==> src/rtl/pipelined_rca_addsub.sv <==
// Pipelined ripple-carry adder/subtractor. Each stage adds STAGE_BITS bits, and the carry is registered between stages.
// Latency is NSTG cycles. Results emerge in acceptance order, one per cycle.
// A stalled output freezes the whole pipeline. in_ready is the same as advance.
module pipelined_rca_addsub #(
    parameter int WIDTH      = 16,
    parameter int STAGE_BITS = 4
) (
    input  logic             clk,
    input  logic             rst,
    input  logic [WIDTH-1:0] A,
    input  logic [WIDTH-1:0] B,
    input  logic             Cin,
    input  logic             SUB,
    input  logic             in_valid,
    output logic             in_ready,
    output logic [WIDTH-1:0] S,
    output logic             Cout,
    output logic             V,
    output logic             out_valid,
    input  logic             out_ready
);

    localparam int NSTG = WIDTH / STAGE_BITS;

    logic             advance;
    logic [WIDTH-1:0] b_eff;

    assign b_eff    = SUB ? ~B : B;
    assign advance  = !out_valid || out_ready;
    assign in_ready = advance;

    for (genvar k = 0; k < NSTG; k++) begin : stg
        localparam int DONE = (k + 1) * STAGE_BITS;
        localparam int REM  = WIDTH - DONE;

        logic [STAGE_BITS-1:0] a_in, b_in, s_bits;
        logic                  c_in, vld_in;
        logic [STAGE_BITS:0]   ch;
        logic [DONE-1:0]       sum_d, sum_q;
        logic                  c_d, c_q, vld_d, vld_q;

        // Stage 0 takes its operands from the ports. Later stages take them from the previous stage's registers.
        if (k == 0) begin : g_src
            assign a_in   = A[STAGE_BITS-1:0];
            assign b_in   = b_eff[STAGE_BITS-1:0];
            assign c_in   = Cin ^ SUB;
            assign vld_in = in_valid;
            always_comb sum_d = s_bits;
        end else begin : g_src
            assign a_in   = stg[k-1].g_rem.a_rem_q[STAGE_BITS-1:0];
            assign b_in   = stg[k-1].g_rem.b_rem_q[STAGE_BITS-1:0];
            assign c_in   = stg[k-1].c_q;
            assign vld_in = stg[k-1].vld_q;
            always_comb sum_d = {s_bits, stg[k-1].sum_q};
        end

        always_comb begin
            ch     = '0;
            s_bits = '0;
            ch[0]  = c_in;
            for (int i = 0; i < STAGE_BITS; i++) begin
                s_bits[i] = a_in[i] ^ b_in[i] ^ ch[i];
                ch[i+1]   = (a_in[i] & b_in[i]) | (ch[i] & (a_in[i] ^ b_in[i]));
            end
            c_d   = ch[STAGE_BITS];
            vld_d = vld_in;
        end

        always_ff @(posedge clk) begin
            if (rst) begin
                vld_q <= 1'b0;
                sum_q <= '0;
                c_q   <= 1'b0;
            end else if (advance) begin
                vld_q <= vld_d;
                sum_q <= sum_d;
                c_q   <= c_d;
            end
        end

        // Operand bits that later stages have not yet added.
        if (REM > 0) begin : g_rem
            logic [REM-1:0] a_rem_d, a_rem_q, b_rem_d, b_rem_q;

            if (k == 0) begin : g_ld
                always_comb begin
                    a_rem_d = A[WIDTH-1:STAGE_BITS];
                    b_rem_d = b_eff[WIDTH-1:STAGE_BITS];
                end
            end else begin : g_ld
                always_comb begin
                    a_rem_d = stg[k-1].g_rem.a_rem_q[REM+STAGE_BITS-1:STAGE_BITS];
                    b_rem_d = stg[k-1].g_rem.b_rem_q[REM+STAGE_BITS-1:STAGE_BITS];
                end
            end

            always_ff @(posedge clk) begin
                if (rst) begin
                    a_rem_q <= '0;
                    b_rem_q <= '0;
                end else if (advance) begin
                    a_rem_q <= a_rem_d;
                    b_rem_q <= b_rem_d;
                end
            end
        end

        if (k == NSTG - 1) begin : g_last
            logic v_d, v_q;

            always_comb v_d = ch[STAGE_BITS] ^ ch[STAGE_BITS-1];

            always_ff @(posedge clk) begin
                if (rst) begin
                    v_q <= 1'b0;
                end else if (advance) begin
                    v_q <= v_d;
                end
            end
        end
    end

    assign S         = stg[NSTG-1].sum_q;
    assign Cout      = stg[NSTG-1].c_q;
    assign V         = stg[NSTG-1].g_last.v_q;
    assign out_valid = stg[NSTG-1].vld_q;

endmodule

==> config.mk <==
export PLATFORM = sky130hd
export DESIGN_NAME = pipelined_rca_addsub
export DESIGN_NICKNAME = d
export VERILOG_FILES = /design/src/rtl/pipelined_rca_addsub.sv
export SDC_FILE = /design/constraint.sdc
export NUM_CORES = 1
export LEC_CHECK = 0
export CORE_AREA = 2 2 115 117
export CTS_CLUSTER_DIAMETER = 100
export DETAILED_ROUTE_END_ITERATION = 8
export DIE_AREA = 0 0 117 119
export GPL_TIMING_DRIVEN = 0
export PLACE_DENSITY = 0.56
export REMOVE_ABC_BUFFERS = 1
export SLEW_MARGIN = 20
export SYNTH_ARGS = -nofsm -noshare
export SYNTH_HDL_FRONTEND = slang
export SYNTH_SLANG_ARGS = --single-unit
==> constraint.sdc <==
create_clock -name clk -period 3.71 [get_ports clk]
set_input_delay 0.371 -clock clk [delete_from_list [all_inputs] [get_ports clk]]
set_output_delay 0.371 -clock clk [all_outputs]
set_load 0.05 [all_outputs]
==> results.py, run 1 <==
metrics = {
    "sta": {
        "finalHoldViolations": 0,
        "period_minus_slack_ns": 3.22,
        "grt_setup_unrepaired": "no",
        "setup_viol": 0,
        "slew_headroom_pct": 42.0,
        "maxSlewViolCount": 0,
        "finalCritPeriodShare_pct": 86.8,
        "tightest_slew_ns": 0.870,
        "final.setup_skew_ns": 0.00636,
        "holdWs_ns": 0.449,
        "fmaxAchievable_ghz": 0.311,
    },
    "min_path": {
        "hold_start": "V",
        "hold_end": "V",
        "holdPathStages": 2,
        "hold_class": "reg -> reg",
    },
    "cts": {
        "clk-insertion-delay-late_ns": 0.34,
        "post_cts_buffers": 0,
        "numCtsBuffers": 9,
        "cts.clk_slew.worst_paths_ns": 0.06,
        "clock-sinks": 97,
        "cts_root_buffer": "clkbuf_16",
        "postCtsHoldBufs": 0,
        "cts_tree": "built",
        "clock_path_buffers": 2,
        "ctsResizeCount": 0,
        "cts_max_level": 3,
    },
    "die": {
        "rows": 42,
        "core_area_um2": 12900,
        "die_w_um": 117,
        "dieArea_um2": 13900,
        "die_h_um": 119,
        "start_util_pct": 31.0,
        "io_pins": 58,
    },
    "setup_path": {
        "cp_num_buf_inv": 4,
        "critPathKind": "in -> out",
        "cp.arrival_ns": 2.85,
        "cpLargestDelayFamily": "buffers and inverters",
        "cp_slowest_cell": "clkdlybuf4s50_1",
        "timing.rr.end": "V",
        "critPathCaptureType": "primary output",
        "critPathMaxStageDelay_ns": 0.94,
        "ff2ff_setup_slack_ns": 1.49,
        "rr_startpoint": "stg[2].c_q",
        "critPathMaxFanout": 116,
        "crit_path_frequent_cell": "clkdlybuf4s50_1",
        "crit_path_cell_trace": "clkdlybuf4s50_1 -> nor2b_4 -> buf_16 -> inv_6 -> clkdlybuf4s50_1",
        "cp.required_ns": 3.34,
        "start_kind": "input port",
        "r2r_cells": 10,
    },
    "synthesis": {
        "synth_cells": 459,
        "synth_seq_area_share_pct": 48.6,
        "syn_area_per_cell_um2": 8.71,
        "synth_edf_count": 0,
        "ys_top_cells_by_area": "dfxtp_1, nand2_1, a21oi_1",
        "ys.flop_type": "dfxtp_1",
        "synth_top_area_share_pct": 48.6,
        "synth_top_area_cell": "dfxtp_1",
        "synthesis.area_um2": 4000,
        "ys_ff_latch": 97,
        "synth_commonest_cells": "nand2_1, dfxtp_1, a21oi_1, inv_1, nor2_1",
        "yosysMostFrequentCell": "nand2_1",
        "synth_cell_types": 16,
        "ys.warnings.count": 0,
        "synth-async-reset-ratio_pct": 0,
    },
    "place": {
        "place_inst": 661,
        "place_area_um2": 4660,
        "dp_hpwl_um": 4680,
        "gp_congestion": 0.672,
        "port_buffers": 57,
    },
    "job": {
        "drv_cap": 0,
    },
    "grt": {
        "grt-ovfl-total": 0,
        "grt_pass1_wl_um": 12400,
        "grt_max_degree": 117,
        "antenna_found_initial": 0,
        "grt_usage_pct": 11.4,
        "grt_pass1_vias": 2798,
    },
    "detailed_routing": {
        "detail-route-antenna-nets": 0,
        "wl_per_cell_um": 10.8,
        "dr.pass1.iters": 4,
        "vias_per_cell": 4.33,
        "vias": 2932,
        "drc_errors": 0,
        "drt_iter0_drc": 141,
        "routed_wl_um": 7340,
    },
    "run_status": {
        "outcome": "completed",
    },
    "final_layout": {
        "diodes": 0,
        "final_layout_size_suffix_gt1_share_pct": 7.98,
        "nets": 550,
        "syn_to_final_growth_pct": 24.2,
        "final_cells": 677,
        "fin_area_um2": 4960,
    },
    "pwr": {
        "power_density_nw_per_um2": 469,
        "p_leak_nw": 1.84,
        "vdd_ir_drop_max_mv": 0.201,
    },
}
[cell usage in the layout (no fill, tap or decap), types with 5 or more instances in the layout]
cell,instances
nand2_1,146
dfxtp_1,97
a21oi_1,73
clkdlybuf4s50_1,55
inv_1,25
nor2_1,25
a211oi_2,18
fa_1,16
xnor2_1,13
clkbuf_16,9
xor2_1,5
a211oi_1,5
[registers in the layout, indices dropped and copies added, names as in the netlist]
| register | flops |
|---|---|
| stg.sum_q | 24 |
| V | 1 |
| stg.g_rem.a_rem_q | 24 |
| out_valid | 1 |
| stg.g_rem.b_rem_q | 24 |
| stg.vld_q | 3 |
| S | 16 |
| stg.c_q | 3 |
| Cout | 1 |
[layer usage]
| metal | vias up | wire (um) | track usage, % |
|---|---|---|---|
| li1 | 1523 | - | - |
| met1 | 1356 | 3380 | 13.3 |
| met2 | 41 | 3500 | 18.9 |
| met3 | 12 | 285 | 3.31 |
| met4 | 0 | 176 | 5.74 |
| met5 | - | 0 | 0 |
[metrics by stage]
step                power (W)  setup TNS, ns  util (%)  setup WS, ns
floorplan             0.00132              0         -         0.902
global placement      0.00143         -15.63      35.7        -0.791
detailed placement    0.00143              0      36.2         0.491
CTS                   0.00238              0      38.5         0.480
global route          0.00245              0      38.5         0.343
finish                0.00233              0      38.5         0.491
[worst max path at each step]
stage	start	endpoint	slack (ns)	depth (start not counted)
2_1_floorplan	out_valid	stg[0].g_rem.b_rem_q[10]	0.90	4
3_3_place_gp	out_ready	in_ready	-0.79	4
3_5_place_dp	out_ready	in_ready	0.49	5
4_1_cts	out_ready	in_ready	0.48	5
5_1_grt	out_ready	in_ready	0.34	5
6_report	out_ready	in_ready	0.49	5
[where the power goes]
part | switching, W | internal [W]
Clock | 0.000386 | 0.000538
Combinational | 0.000134 | 0.000123
Sequential | 0.0000348 | 0.00111
Total | 0.000555 | 0.00177
[layout make-up]
cell class | instances | area, um^2
clock buffer | 11 | 243
clock inverter | 5 | 55.1
fill | 1325 | 7910
inverter | 26 | 103
multi-input combinational | 302 | 1760
sequential | 97 | 1940
tap | 176 | 220
timing repair buffer | 60 | 638
[kinds of logic after synthesis]
family | Yosys count | share of synthesized area, %
simple gates | 172 | 16.4
xor+xnor | 18 | 3.94
flops | 97 | 48.6
compound gates | 96 | 15.7
fa+ha+maj | 16 | 8.02
buf+inv | 60 | 7.33
[worst register-to-register path, stage by stage (launching register included)]
cell	delay [ns]
dfxtp_1	0.32
inv_1	0.06
fa_1	0.42
inv_1	0.08
fa_1	0.19
fa_1	0.24
inv_1	0.07
fa_1	0.40
xnor2_1	0.15
nand2_1	0.07
a21oi_1	0.16
(Power assumes the default switching activity.)
==> run 2, diff against run 1 <==
--- a/config.mk
+++ b/config.mk
@@ -10,6 +10,7 @@
 export DETAILED_ROUTE_END_ITERATION = 8
 export DIE_AREA = 0 0 117 119
 export GPL_TIMING_DRIVEN = 0
+export HOLD_SLACK_MARGIN = 0.08
 export PLACE_DENSITY = 0.56
 export REMOVE_ABC_BUFFERS = 1
 export SLEW_MARGIN = 20
==> results of run 2 <==
Same layout as run 1: the final DEF is identical, and so are final timing and power.
